`src/rtl/lsm_sequencer.sv`:
```
// lsm_sequencer: Load/Store-Multiple sequencer beside the microprogrammed
// control unit. Walks the IR register list in ascending order, supplying the
// register number and memory address of each transfer plus the Rn write-back
// value, and flags pending/last transfer for microbranching.
//
// Ports:
//   CLK, RESET      clock (rising edge), synchronous active-high reset
//   LSM_EN, LSM_IN  command strobe and command (HOLD/LOAD/NEXT/CLEAR, 1xx = HOLD)
//   REG_LIST, PU    IR[15:0] register list, IR[24:23] {P,U}
//   BASE            base register value Rn
//   LSM_DETECT      a transfer is pending
//   LSM_END         current transfer is the last one, or sequence finished
//   REG_NUM, ADDR   register number / memory address of the current transfer
//   WB_ADDR         Rn write-back value
//   COUNT           transfers remaining, including the current one
module lsm_sequencer #(
    parameter int ADDR_W = 32,
    parameter int LIST_W = 16,
    parameter int STEP   = 4
) (
    input  logic                      CLK,
    input  logic                      RESET,
    input  logic                      LSM_EN,
    input  logic [2:0]                LSM_IN,
    input  logic [LIST_W-1:0]         REG_LIST,
    input  logic [1:0]                PU,
    input  logic [ADDR_W-1:0]         BASE,
    output logic                      LSM_DETECT,
    output logic                      LSM_END,
    output logic [$clog2(LIST_W)-1:0] REG_NUM,
    output logic [ADDR_W-1:0]         ADDR,
    output logic [ADDR_W-1:0]         WB_ADDR,
    output logic [$clog2(LIST_W):0]   COUNT
);

    localparam int RN_W  = $clog2(LIST_W);
    localparam int CNT_W = RN_W + 1;

    typedef enum logic [1:0] {IDLE, ACTIVE, DONE} state_t;

    state_t              state, state_nx;
    logic [LIST_W-1:0]   pending, pending_nx;
    logic [ADDR_W-1:0]   addr, addr_nx;
    logic [ADDR_W-1:0]   wb_addr, wb_addr_nx;
    logic [CNT_W-1:0]    count, count_nx;

    logic [CNT_W-1:0]    n;
    logic [ADDR_W-1:0]   span;
    logic [LIST_W-1:0]   pending_dec;
    logic                found;

    // State and datapath registers
    always_ff @(posedge CLK) begin
        if (RESET) begin
            state   <= IDLE;
            pending <= '0;
            addr    <= '0;
            wb_addr <= '0;
            count   <= '0;
        end else begin
            state   <= state_nx;
            pending <= pending_nx;
            addr    <= addr_nx;
            wb_addr <= wb_addr_nx;
            count   <= count_nx;
        end
    end

    // Next-state and next-datapath logic
    always_comb begin
        n = '0;
        for (int unsigned i = 0; i < LIST_W; i++) begin
            n = n + CNT_W'(REG_LIST[i]);
        end
        span        = ADDR_W'(n) * ADDR_W'(STEP);
        pending_dec = pending & (pending - LIST_W'(1));

        state_nx   = state;
        pending_nx = pending;
        addr_nx    = addr;
        wb_addr_nx = wb_addr;
        count_nx   = count;

        if (LSM_EN && !LSM_IN[2]) begin
            case (LSM_IN[1:0])
                2'b01: begin
                    pending_nx = REG_LIST;
                    count_nx   = n;
                    if (n == '0) begin
                        state_nx   = DONE;
                        addr_nx    = BASE;
                        wb_addr_nx = BASE;
                    end else begin
                        state_nx = ACTIVE;
                        case (PU)
                            2'b01: begin addr_nx = BASE;                       wb_addr_nx = BASE + span; end
                            2'b11: begin addr_nx = BASE + ADDR_W'(STEP);       wb_addr_nx = BASE + span; end
                            2'b00: begin addr_nx = BASE - span + ADDR_W'(STEP); wb_addr_nx = BASE - span; end
                            default: begin addr_nx = BASE - span;              wb_addr_nx = BASE - span; end
                        endcase
                    end
                end
                2'b10: begin
                    if (state == ACTIVE) begin
                        pending_nx = pending_dec;
                        count_nx   = count - CNT_W'(1);
                        // Address freezes on the final transfer so DONE still shows it
                        if (pending_dec == '0) begin
                            state_nx = DONE;
                        end else begin
                            addr_nx = addr + ADDR_W'(STEP);
                        end
                    end
                end
                2'b11: begin
                    state_nx   = IDLE;
                    pending_nx = '0;
                    addr_nx    = '0;
                    wb_addr_nx = '0;
                    count_nx   = '0;
                end
                default: ;
            endcase
        end
    end

    // Output decode from registered state only
    always_comb begin
        REG_NUM = '0;
        found   = 1'b0;
        for (int unsigned i = 0; i < LIST_W; i++) begin
            if (pending[i] && !found) begin
                REG_NUM = RN_W'(i);
                found   = 1'b1;
            end
        end
        LSM_DETECT = (state == ACTIVE);
        LSM_END    = ((state == ACTIVE) && (count == CNT_W'(1))) || (state == DONE);
        ADDR       = addr;
        WB_ADDR    = wb_addr;
        COUNT      = count;
    end

endmodule

```
`config.mk`:
```
export PLATFORM = sky130hd
export DESIGN_NAME = lsm_sequencer
export DESIGN_NICKNAME = d
export VERILOG_FILES = /design/src/rtl/lsm_sequencer.sv
export SDC_FILE = /design/constraint.sdc
export NUM_CORES = 1
export LEC_CHECK = 0
export ABC_CLOCK_PERIOD_IN_PS = 11600
export CORE_ASPECT_RATIO = 0.75
export CORE_MARGIN = 2
export CORE_UTILIZATION = 55
export DETAILED_ROUTE_END_ITERATION = 10
export HOLD_SLACK_MARGIN = 0.02
export PLACE_DENSITY = 0.81
export SLEW_MARGIN = 20
export SYNTH_ARGS = -nofsm -noshare
export SYNTH_HDL_FRONTEND = slang
export SYNTH_SLANG_ARGS = --single-unit
```
`constraint.sdc`:
```
create_clock -name CLK -period 11.6 [get_ports CLK]
set_input_delay 2.9 -clock CLK [delete_from_list [all_inputs] [get_ports CLK]]
set_output_delay 2.9 -clock CLK [all_outputs]
set_load 0.02 [all_outputs]
```
== Word level (Yosys, flattened, before mapping) ==
Index checks and enable logic that the tools add are counted.

* Bits in registers: 87
* Output and inout port bits: 75
* Word-level logic and storage cells: 129

* Add/subtract/negate cells: 22
* Equality and inequality tests: 11
* Multiplexer cells: 46
* Bitwise logic cells: 1
* Reductions and logical operators: 44

{| class="wikitable"
|+ Operators with widths
! cell !! count
|-
| case mux 32 bit (3 select lines) || 2
|-
| 2-to-1 mux 32 bit || 5
|-
| adder 32 x 3 -> 32 bit, second input constant || 3
|-
| case mux 32 bit (2 select lines) || 1
|-
| 2-to-1 mux 4 bit || 14
|-
| adder 5 x 1 -> 5 bit || 11
|-
| case mux 16 bit (3 select lines) || 1
|-
| adder 32 x 7 -> 32 bit || 1
|-
| subtractor 32 x 7 -> 32 bit || 1
|-
| logical AND 1 bit || 17
|-
| AND 16 bit || 1
|-
| zero test 1 bit || 16
|-
| zero test 16 bit || 1
|-
| 2-to-1 mux 1 bit || 16
|-
| 2-to-1 mux 16 bit || 1
|-
| subtractor 16 x 1 -> 16 bit, second input constant || 1
|-
| case mux 5 bit (3 select lines) || 1
|-
| equality test 2 bit, second input constant || 4
|-
| AND reduction 4 bit || 2
|-
| equality test 2 x 1 -> 1 bit, second input constant || 3
|-
| 2-to-1 mux 2 bit || 3
|-
| inequality test 2 bit, second input constant || 3
|-
| case mux 2 bit (3 select lines) || 1
|-
| adder 4 x 1 -> 5 bit || 1
|-
| 14 further kinds || 14
|}

== Longest topological paths before layout ==
Gate-level depths: netlist of the first run.

* Depth in word-level cells: 46
* Depth in mapped cells: 26
* Depth with buffers taken out: 23

== Worst setup path after synthesis of the first run ==
Ideal clock, no wire load.

* Path type: input to register
* Start point: input port REG_LIST[0]
* End point: register addr[23] (netlist: ADDR[23])
* Setup time: 0.131 ns
* Data arrival time: 9.125 ns
* Data required time: 11.469 ns
* Slack: 2.344 ns
* Cell stages on the path: 22
* Path buffers: 2
* Path through: inv_1 > fa_1 > fa_1 > fa_1 > fa_1 > inv_1 > ha_1 > a21o_1 > a21oi_1 > xor2_1 > inv_1 > ha_1 > clkbuf_1 > a2111oi_1 > clkbuf_1 > o21ai_0 > a222oi_1 > and4_4 > nand4_4 > or4_1 > a31oi_1 > a21oi_1

* Cells in the longest elaborated chain, start to end: 20
* Elaborated cells on any way between the ends: 21
* Those cells by class: 17 x add/sub; 3 x mux; 1 x reduce/logical

{| class="wikitable"
|+ Ends and longest elaborated chain
! element !! RTL line !! text
|-
| start, declared || 25 || <nowiki>input logic [LIST_W-1:0] REG_LIST,</nowiki>
|-
| adder 1 x 1 -> 2 bit * || 73 || <nowiki>n = n + CNT_W'(REG_LIST[i]);</nowiki>
|-
| adder 2 x 1 -> 3 bit * || 73 ||
|-
| adder 3 x 1 -> 4 bit * || 73 ||
|-
| adder 4 x 1 -> 5 bit * || 73 ||
|-
| adder 5 x 1 -> 5 bit * (11 in series) || 73 ||
|-
| subtractor 32 x 7 -> 32 bit || 98, 99 ||
|-
| adder 32 x 3 -> 32 bit || 98 || <nowiki>2'b00: begin addr_nx = BASE - span + ADDR_W'(STEP); wb_addr_nx = BASE - span; end</nowiki>
|-
| case mux 32 bit (3 select lines) || 95 || <nowiki>case (PU)</nowiki>
|-
| 2-to-1 mux 32 bit * || 89 || <nowiki>if (n == '0) begin</nowiki>
|-
| case mux 32 bit (3 select lines) * || 85 || <nowiki>case (LSM_IN[1:0])</nowiki>
|-
| end signal, assigned || 63 || <nowiki>addr <= addr_nx;</nowiki>
|-
| end, declared || 43 || <nowiki>logic [ADDR_W-1:0] addr, addr_nx;</nowiki>
|}

Every way passes the cells marked *; elsewhere a longest branch is shown, timed or not.
A chain may end at the register's enable or synchronous reset.

== Worst setup path after layout of the first run ==
* Start point: input port REG_LIST[11]
* End point: register addr[16] (netlist: ADDR[16])

* Cells in the longest elaborated chain, start to end: 10
* Elaborated cells on any way between the ends: 11
* Those cells by class: 7 x add/sub; 3 x mux; 1 x reduce/logical

{| class="wikitable"
|+ Ends and longest elaborated chain
! element !! RTL line
|-
| adder 5 x 1 -> 5 bit * (5 in series) || 73
|-
| subtractor 32 x 7 -> 32 bit || 98, 99
|-
| adder 32 x 3 -> 32 bit || 98
|-
| case mux 32 bit (3 select lines) || 95
|-
| 2-to-1 mux 32 bit * || 89
|-
| case mux 32 bit (3 select lines) * || 85
|}

Marked as above.

==> out/results.txt, run 1 <==
Leading register cell type out of synthesis -> dfxtp_1
Setup slack at placement -> 1.151 ns
Final clock skew -> 0.006649 ns
Fin crit period -> 10.23 ns
Nets -> 1401
Syn Nets -> 1333
Routed Antenna Nets -> 0
CTS clk-pin slew, worst paths -> 0.07 ns
Number of enable flip-flop cells after synthesis -> 0
Syn avg cell area -> 6.966 um2
Peak Freq -> 97.74 MHz
Max Fanout on Critical Path -> 15
Htree depth -> 3
Critical path class -> in -> reg
Comb power frac -> 0.600
Mapped Cells -> 1240
P_sw -> 0.7752 mW
CP Capture Type -> flop
Rel. slew slack -> 0.2803
Vias/cell -> 6.671
First-pass GRT wire length -> 50.87 mm
Mapped Area -> 8638 um2
Post-route setup TNS -> 0 ns
Leakage -> 3.532 nW
Die X-Extent -> 148.7 um
Outcome -> finished, final reports clean
Flop pwr share -> 0.204
Final hold vios -> 0
CTS sink cnt -> 87
Cts repair resizes -> 0
Most common cell after layout, fill and taps aside -> clkdlybuf4s50_1
Share of cells above drive strength 1 -> 0.05255
Critical path arrival -> 10.49 ns
Clk Tree Root Cell -> clkbuf_16
VDD IR-drop max -> 0.1285 mV
Fin crit share -> 0.8820
Crit-path cells -> clkdlybuf4s50_1 -> inv_1 -> fa_1 -> fa_1 -> fa_1 -> fa_1 -> inv_1 -> ha_1 -> a21o_1 -> a21oi_1 -> xor2_1 -> inv_1 -> ha_1 -> nor2b_1 -> a211oi_2 -> o21ai_0 -> a222oi_1 -> and3_1 -> nand3_4 -> xor2_1 -> o2111a_1 -> a2111oi_2
Final slew viol count -> 0
Switch share -> 0.4868
Max stage delay on crit path -> 0.71 ns
Inserted Clock Buffers -> 9
Ys Warns -> 0
Number of max-cap violations -> 0
CTS tree -> yes
Worst reg-to-reg path cell count -> 10
GRT Total Usage -> 0.3851
Finished Core Util -> 0.6744
DRC Markers -> 0
Synthesized flop and latch total -> 87
Inserted Diodes -> 0
Core area -> 15270 um2
HPWL after detailed placement -> 23.95 mm
Crit-path slowest cell -> a211oi_2
Startpoint types -> input pin
Most frequent cells in the layout -> clkdlybuf4s50_1 (129), nand2_1 (128), nor2_1 (127)
Die area -> 16740 um2
Die Y -> 112.5 um
Routed WL per cell -> 21.55 um
Hold-critical path depth -> 2
Async S/R FF share, synth -> 0
CP dominant cell by count -> fa_1
Clk Latency, worst-skew pair -> 0.36 ns
Tightest Pin Transition -> 1.070 ns
Initial Utilization -> 0.5656
GPL Wtd Cong -> 0.9835
FP Rows -> 39
DR pass1 iterations -> 6
Yosys cell types -> 80
Area delta synth->final -> 19.25%
Critical path data required time -> 11.86 ns
Hold Path Class -> reg -> reg
Design internal power -> 0.8171 mW
Gr ovfl total -> 0
Post-synthesis sequential area ratio -> 0.2016
Design Power -> 1.592 mW
Final setup violation count -> 0
CTS max path bufs -> 2
CTS Hold Bufs -> 0
Boundary Pins -> 131
Pin count of the biggest net entering global routing -> 63
Final worst setup slack -> 1.369 ns
Clock power share -> 0.196
Port-buffer cells -> 130
PwrDens -> 154.6 nW/um2
Drt total wl -> 32.71 mm
Number of global-route vias before repair -> 9023
RSZ-0062 raised after global routing -> false
DR iter-0 viols -> 1266
Postcts setup bufs -> 0
DR vias -> 10.13k
Number of antenna violations at the first check in global routing -> 0
WHS -> 0.4528 ns
power groups by stage:
stage	clock network [mW]	registers (mW)	logic, mW
floorplan	0	0.342	0.614
global placement	0	0.331	0.898
detailed placement	0	0.331	0.906
CTS	0.313	0.325	0.918
global route	0.326	0.327	1.02
finish	0.312	0.325	0.955
cell usage after synthesis, types with 10 or more instances:
master | number | area share
buf_1 | 13 | 0.0056
and3_1 | 19 | 0.014
a21oi_1 | 75 | 0.043
inv_1 | 52 | 0.023
nand2_1 | 128 | 0.056
fa_1 | 12 | 0.028
a22oi_1 | 47 | 0.041
nand3_1 | 47 | 0.027
or3_1 | 27 | 0.020
xnor2_1 | 45 | 0.046
nor3_1 | 46 | 0.027
nor2_1 | 128 | 0.056
nand4_1 | 19 | 0.014
nor4_1 | 27 | 0.020
a31oi_1 | 18 | 0.013
dfxtp_1 | 87 | 0.20
o21ai_0 | 110 | 0.064
clkbuf_1 | 74 | 0.032
ha_1 | 25 | 0.036
o211ai_1 | 10 | 0.0087
a211oi_1 | 13 | 0.011
xor2_1 | 34 | 0.034
worst max-delay path: cells and delay by family:
family                   cells  cell delay (ns)
AND/OR/NAND/NOR              3             0.80
adder cells (fa/ha/maj)      6             2.72
XOR/XNOR                     2             0.72
AO/OA/AOI/OAI                7             2.56
buffers and inverters        4             0.77
layout make-up:
type | instances | area (um2)
Multi-Input combinational cell | 1010 | 6372
Fill cell | 1342 | 4972
Sequential cell | 87 | 1742
Timing Repair Buffer | 147 | 1424
Tap cell | 205 | 256.5
Clock buffer | 10 | 239.0
Inverter | 53 | 198.9
Clock inverter | 6 | 68.82
worst paths after layout:
check	endpoint	start	slack, ns
worst max register to register	ADDR[28]$_SDFFE_PP0P_	pending[0]$_SDFFE_PP0P_	7.65
worst min-delay path	ADDR[0]$_SDFFE_PP0P_	ADDR[0]$_SDFFE_PP0P_	0.45
worst min register to register	ADDR[0]$_SDFFE_PP0P_	ADDR[0]$_SDFFE_PP0P_	0.45
worst max-delay path	ADDR[16]$_SDFFE_PP0P_	REG_LIST[11]	1.37
stage by stage:
step           instance area, um2  cells
6_report                    10300   1518
5_1_grt                     10300   1518
4_1_cts                     10300   1518
3_5_place_dp                 9993   1502
3_3_place_gp                 9993   1502
2_1_floorplan                8638   1240
cell families (layout without fill, tap and decap cells):
logic type / count (synthesis) / in the layout / share of synthesized area
simple gates: 503 / 503 / 0.2882
compound gates: 375 / 375 / 0.2826
buf+inv: 143 / 216 / 0.06402
flops: 87 / 87 / 0.2016
mux: 14 / 14 / 0.01709
xor+xnor: 79 / 79 / 0.08010
fa+ha+maj: 39 / 39 / 0.06634
flip-flops by register name, summed over array words and instances (netlist names):
signal and flops:
ADDR 32, WB_ADDR 32, pending 16, COUNT 5, state 2
layer usage:
metal | up-vias | track usage | wire length, um
met5 | - | 0 | 0
met4 | 0 | 0.08508 | 559
met3 | 50 | 0.1394 | 4651
met2 | 699 | 0.5120 | 12740
met1 | 4687 | 0.5843 | 14760
li1 | 4690 | - | -
No activity file was read; power rests on OpenSTA's default activity.
==> inputs of run 2 (changes only) <==
--- a/config.mk
+++ b/config.mk
@@ -12,7 +12,7 @@
 export DETAILED_ROUTE_END_ITERATION = 10
 export HOLD_SLACK_MARGIN = 0.02
 export PLACE_DENSITY = 0.81
-export SLEW_MARGIN = 20
+export SLEW_MARGIN = 30
 export SYNTH_ARGS = -nofsm -noshare
 export SYNTH_HDL_FRONTEND = slang
 export SYNTH_SLANG_ARGS = --single-unit
==> out/results.txt, run 2 (same netlist as run 1, synthesis figures left out) <==
Outcome -> finished, final reports clean
PwrDens -> 154.6 nW/um2
Critical path data required time -> 11.86 ns
Port-buffer cells -> 130
Critical register-to-register path startpoint -> pending[1]$_SDFFE_PP0P_
Postcts setup bufs -> 0
Routed WL per cell -> 21.49 um
Critical path arrival -> 10.50 ns
GPL Wtd Cong -> 0.9835
GRT Total Usage -> 0.3851
DRC Markers -> 0
VDD IR-drop max -> 0.1282 mV
Clock power share -> 0.195
Most common cell after layout, fill and taps aside -> clkdlybuf4s50_1
Htree depth -> 3
Post-route setup TNS -> 0 ns
Final Cell Area -> 10310 um2
Fill cell count -> 1341
Crit-path cells -> clkdlybuf4s50_1 -> inv_1 -> fa_1 -> fa_1 -> fa_1 -> fa_1 -> inv_1 -> ha_1 -> a21o_1 -> a21oi_1 -> xor2_1 -> inv_1 -> ha_1 -> nor2b_1 -> a211oi_2 -> o21ai_0 -> a222oi_1 -> and3_1 -> nand3_4 -> xor2_1 -> o2111a_1 -> a2111oi_2
Number of max-cap violations -> 0
Nets -> 1401
CTS sink cnt -> 87
Rel. slew slack -> 0.3203
Initial Utilization -> 0.5656
Startpoint types -> input pin
Number of global-route vias before repair -> 9023
Hold Path Class -> reg -> reg
Gr ovfl total -> 0
Die Y -> 112.5 um
CP Capture Type -> flop
Share of cells above drive strength 1 -> 0.05331
FP Rows -> 39
Clk Tree Root Cell -> clkbuf_16
Cts repair resizes -> 0
First-pass GRT wire length -> 50.87 mm
Inserted Diodes -> 0
Crit-path slowest cell -> a222oi_1
Flop pwr share -> 0.204
Switch share -> 0.4864
CTS clk-pin slew, worst paths -> 0.07 ns
Drt total wl -> 32.62 mm
HPWL after detailed placement -> 23.95 mm
Max stage delay on crit path -> 0.70 ns
Fin crit share -> 0.8835
Design internal power -> 0.8187 mW
Comb power frac -> 0.601
P_sw -> 0.7752 mW
Leakage -> 3.534 nW
Pin count of the biggest net entering global routing -> 63
Die X-Extent -> 148.7 um
CTS tree -> yes
Post-DP Area -> 9993 um2
Tightest Pin Transition -> 1.019 ns
Final setup violation count -> 0
Boundary Pins -> 131
Area delta synth->final -> 19.32%
DR pass1 iterations -> 6
CTS Hold Bufs -> 0
Inserted Clock Buffers -> 9
Min-delay src -> ADDR[0]$_SDFFE_PP0P_
Routed Antenna Nets -> 0
Final slew viol count -> 0
Most frequent cells in the layout -> clkdlybuf4s50_1 (129), nand2_1 (128), nor2_1 (127)
Storage cell area -> 1742 um2
Core area -> 15270 um2
Buffers & Inverters on Critical Path -> 4
Critical path's top delay family -> adder cells
Number of antenna violations at the first check in global routing -> 0
Fin crit period -> 10.25 ns
CTS max path bufs -> 2
DR vias -> 10.17k
Critical Path Start -> REG_LIST[11]
WHS -> 0.4528 ns
Vias/cell -> 6.696
Design Power -> 1.594 mW
Clk Latency, worst-skew pair -> 0.36 ns
Die area -> 16740 um2
CP dominant cell by count -> fa_1
Peak Freq -> 97.58 MHz
Final clock skew -> 0.006712 ns
RSZ-0062 raised after global routing -> false
Max Fanout on Critical Path -> 15
DR iter-0 viols -> 1376
Critical path class -> in -> reg
Multi-input logic area -> 6379 um2
Final hold vios -> 0
==> run 2: cell counts in the layout (fill, tap and decap cells not counted) <==
Identical to the previous run, type by type.
==> run 2: path summary, 6_finish.rpt <==
path / end / slack (ns) / cells past startpoint
worst max-delay path: ADDR[16]$_SDFFE_PP0P_ / 1.35 / 22
worst min-delay path: ADDR[0]$_SDFFE_PP0P_ / 0.45 / 2
worst min register to register: ADDR[0]$_SDFFE_PP0P_ / 0.45 / 2
worst max register to register: ADDR[28]$_SDFFE_PP0P_ / 7.76 / 10
==> run 2: per-layer routing <==
layer / vias up / track usage / wire (um)
met1: 4719 / 0.5843 / 14600
li1: 4690 / - / -
met5: - / 0 / 0
met2: 710 / 0.5120 / 12720
met4: 0 / 0.08508 / 542
met3: 46 / 0.1394 / 4768
==> run 2: final cells by class <==
class,count,share of cell area
multi-input combinational,1010,0.6188
sequential,87,0.1690
timing repair buffer,147,0.1381
tap,205,0.02488
clock buffer,10,0.02319
inverter,53,0.01930
clock inverter,6,0.006676
==> run 2: metrics by stage <==
stage	cells	utilization	worst slack [ns]
after floorplan	1240	-	2.344
after global placement	1502	0.6543	1.247
after detailed placement	1502	0.6543	1.151
after CTS	1518	0.6744	1.489
after global routing	1518	0.6749	0.9793
final	1518	0.6749	1.352
==> run 2: worst register-to-register path, delay by kind of cell, from the launching register on <==
family,cells,cell delay (ns)
buf+inv,1,0.28
compound gates,4,0.85
flops,1,0.39
simple gates,5,2.19
==> run 2: power by group through the flow <==
stage | Combinational, mW | Clock, mW | Sequential, mW
2_1_floorplan | 0.614 | 0 | 0.342
3_3_place_gp | 0.898 | 0 | 0.331
3_5_place_dp | 0.906 | 0 | 0.331
4_1_cts | 0.918 | 0.313 | 0.325
5_1_grt | 1.02 | 0.326 | 0.327
6_report | 0.957 | 0.311 | 0.325
==> inputs of run 3 (changes only) <==
--- a/config.mk
+++ b/config.mk
@@ -12,6 +12,7 @@
 export DETAILED_ROUTE_END_ITERATION = 10
 export HOLD_SLACK_MARGIN = 0.02
 export PLACE_DENSITY = 0.81
+export RECOVER_POWER = 25
 export SLEW_MARGIN = 30
 export SYNTH_ARGS = -nofsm -noshare
 export SYNTH_HDL_FRONTEND = slang
==> out/results.txt, run 3 (same netlist as run 1, synthesis figures left out) <==
Tightest Pin Transition -> 1.075 ns
Clk Latency, worst-skew pair -> 0.36 ns
Pin count of the biggest net entering global routing -> 63
Number of max-cap violations -> 0
PwrDens -> 154.7 nW/um2
Drt total wl -> 32.61 mm
Die Y -> 112.5 um
Startpoint types -> input pin
Post-route setup TNS -> 0 ns
Worst reg-to-reg path cell count -> 10
Hold-critical path depth -> 2
Final slew viol count -> 0
Die area -> 16740 um2
CTS Hold Bufs -> 0
Outcome -> finished, final reports clean
Number of global-route vias before repair -> 9023
Fill cell count -> 1341
Comb power frac -> 0.601
Flop pwr share -> 0.204
CTS sink cnt -> 87
RSZ-0062 raised after global routing -> false
Port-buffer cells -> 130
Die X-Extent -> 148.7 um
CP Capture Type -> flop
Critical path data required time -> 11.86 ns
Final clock skew -> 0.007074 ns
Critical path arrival -> 10.55 ns
DRC Markers -> 0
First-pass GRT wire length -> 50.87 mm
CTS max path bufs -> 2
DR pass1 iterations -> 6
Boundary Pins -> 131
Cts repair resizes -> 0
HPWL after detailed placement -> 23.95 mm
Final setup violation count -> 0
Nets -> 1401
Clk Tree Root Cell -> clkbuf_16
Peak Freq -> 97.19 MHz
DR iter-0 viols -> 1455
Most common cell after layout, fill and taps aside -> nand2_1
Most frequent cells in the layout -> nand2_1 (128), nor2_1 (127), o21ai_0 (110)
Share of cells above drive strength 1 -> 0.05331
Max Fanout on Critical Path -> 15
Routed WL per cell -> 21.48 um
Hold Path Class -> reg -> reg
Rel. slew slack -> 0.2836
Vias/cell -> 6.700
P_sw -> 0.7784 mW
Fin crit period -> 10.29 ns
Routed Antenna Nets -> 0
Fin crit share -> 0.8870
Clock power share -> 0.195
Inserted Clock Buffers -> 9
Initial Utilization -> 0.5656
Design internal power -> 0.8167 mW
Inserted Diodes -> 0
Postcts setup bufs -> 0
CTS clk-pin slew, worst paths -> 0.07 ns
Crit-path slowest cell -> a211oi_2
Leakage -> 3.670 nW
Design Power -> 1.595 mW
WHS -> 0.4494 ns
CP dominant cell by count -> fa_1
Area delta synth->final -> 19.32%
Final hold vios -> 0
FP Rows -> 39
Switch share -> 0.4880
VDD IR-drop max -> 0.1287 mV
Core area -> 15270 um2
Htree depth -> 3
CTS tree -> yes
Max stage delay on crit path -> 0.69 ns
Crit-path cells -> clkdlybuf4s50_1 -> inv_1 -> fa_1 -> fa_1 -> fa_1 -> fa_1 -> inv_1 -> ha_1 -> a21o_1 -> a21oi_1 -> xor2_1 -> inv_1 -> ha_1 -> nor2b_1 -> a211oi_2 -> o21ai_0 -> a222oi_1 -> and3_1 -> nand3_4 -> xor2_1 -> o2111a_1 -> a2111oi_2
Number of antenna violations at the first check in global routing -> 0
GRT Total Usage -> 0.3851
GPL Wtd Cong -> 0.9835
DR vias -> 10.17k
Gr ovfl total -> 0
Critical path class -> in -> reg
## run 3: cell count changes in the layout (fill, tap and decap cells not counted)
cell,delta
dlygate4sd3_1,+40
clkdlybuf4s50_1,-40
## run 3: area by class of cell
cell class                 count  area, um2  area share
multi-input combinational   1010       6379      0.6188
sequential                    87       1742      0.1690
timing repair buffer         147       1424      0.1381
tap                          205      256.5     0.02488
clock buffer                  10      239.0     0.02319
inverter                      53      198.9     0.01930
clock inverter                 6      68.82    0.006676
## run 3: per-layer routing
layer  GRT usage  share of wire
met5           0              0
met4     0.08508          0.014
met3      0.1394           0.15
met2      0.5120           0.39
met1      0.5843           0.45
## run 3: stage by stage
stage               utilization  instance area, um2  cells  setup slack [ns]
floorplan                     -                8638   1240             2.344
global placement         0.6543                9993   1502             1.247
detailed placement       0.6543                9993   1502             1.151
CTS                      0.6744               10300   1518             1.489
global route             0.6749               10310   1518            0.9793
finish                   0.6749               10310   1518             1.311
## run 3: power groups by stage
stage	Sequential [mW]	Combinational, mW	Clock, mW
2_1_floorplan	0.342	0.614	0
3_3_place_gp	0.331	0.898	0
3_5_place_dp	0.331	0.906	0
4_1_cts	0.325	0.918	0.313
5_1_grt	0.326	1.02	0.326
6_report	0.325	0.959	0.311
## run 3: path summary, 6_finish.rpt
kind,start,to,slack [ns]
setup / recovery,REG_LIST[11],ADDR[16]$_SDFFE_PP0P_,1.31
hold / removal,ADDR[0]$_SDFFE_PP0P_,ADDR[0]$_SDFFE_PP0P_,0.45
setup reg to reg,pending[0]$_SDFFE_PP0P_,ADDR[28]$_SDFFE_PP0P_,7.77
hold reg to reg,ADDR[0]$_SDFFE_PP0P_,ADDR[0]$_SDFFE_PP0P_,0.45
## run 3: worst max-delay path, delay by kind of cell
family / cells / cell delay, ns
compound gates: 7 / 2.52
xor+xnor: 2 / 0.78
fa+ha+maj: 6 / 2.75
buf+inv: 4 / 0.78
simple gates: 3 / 0.82
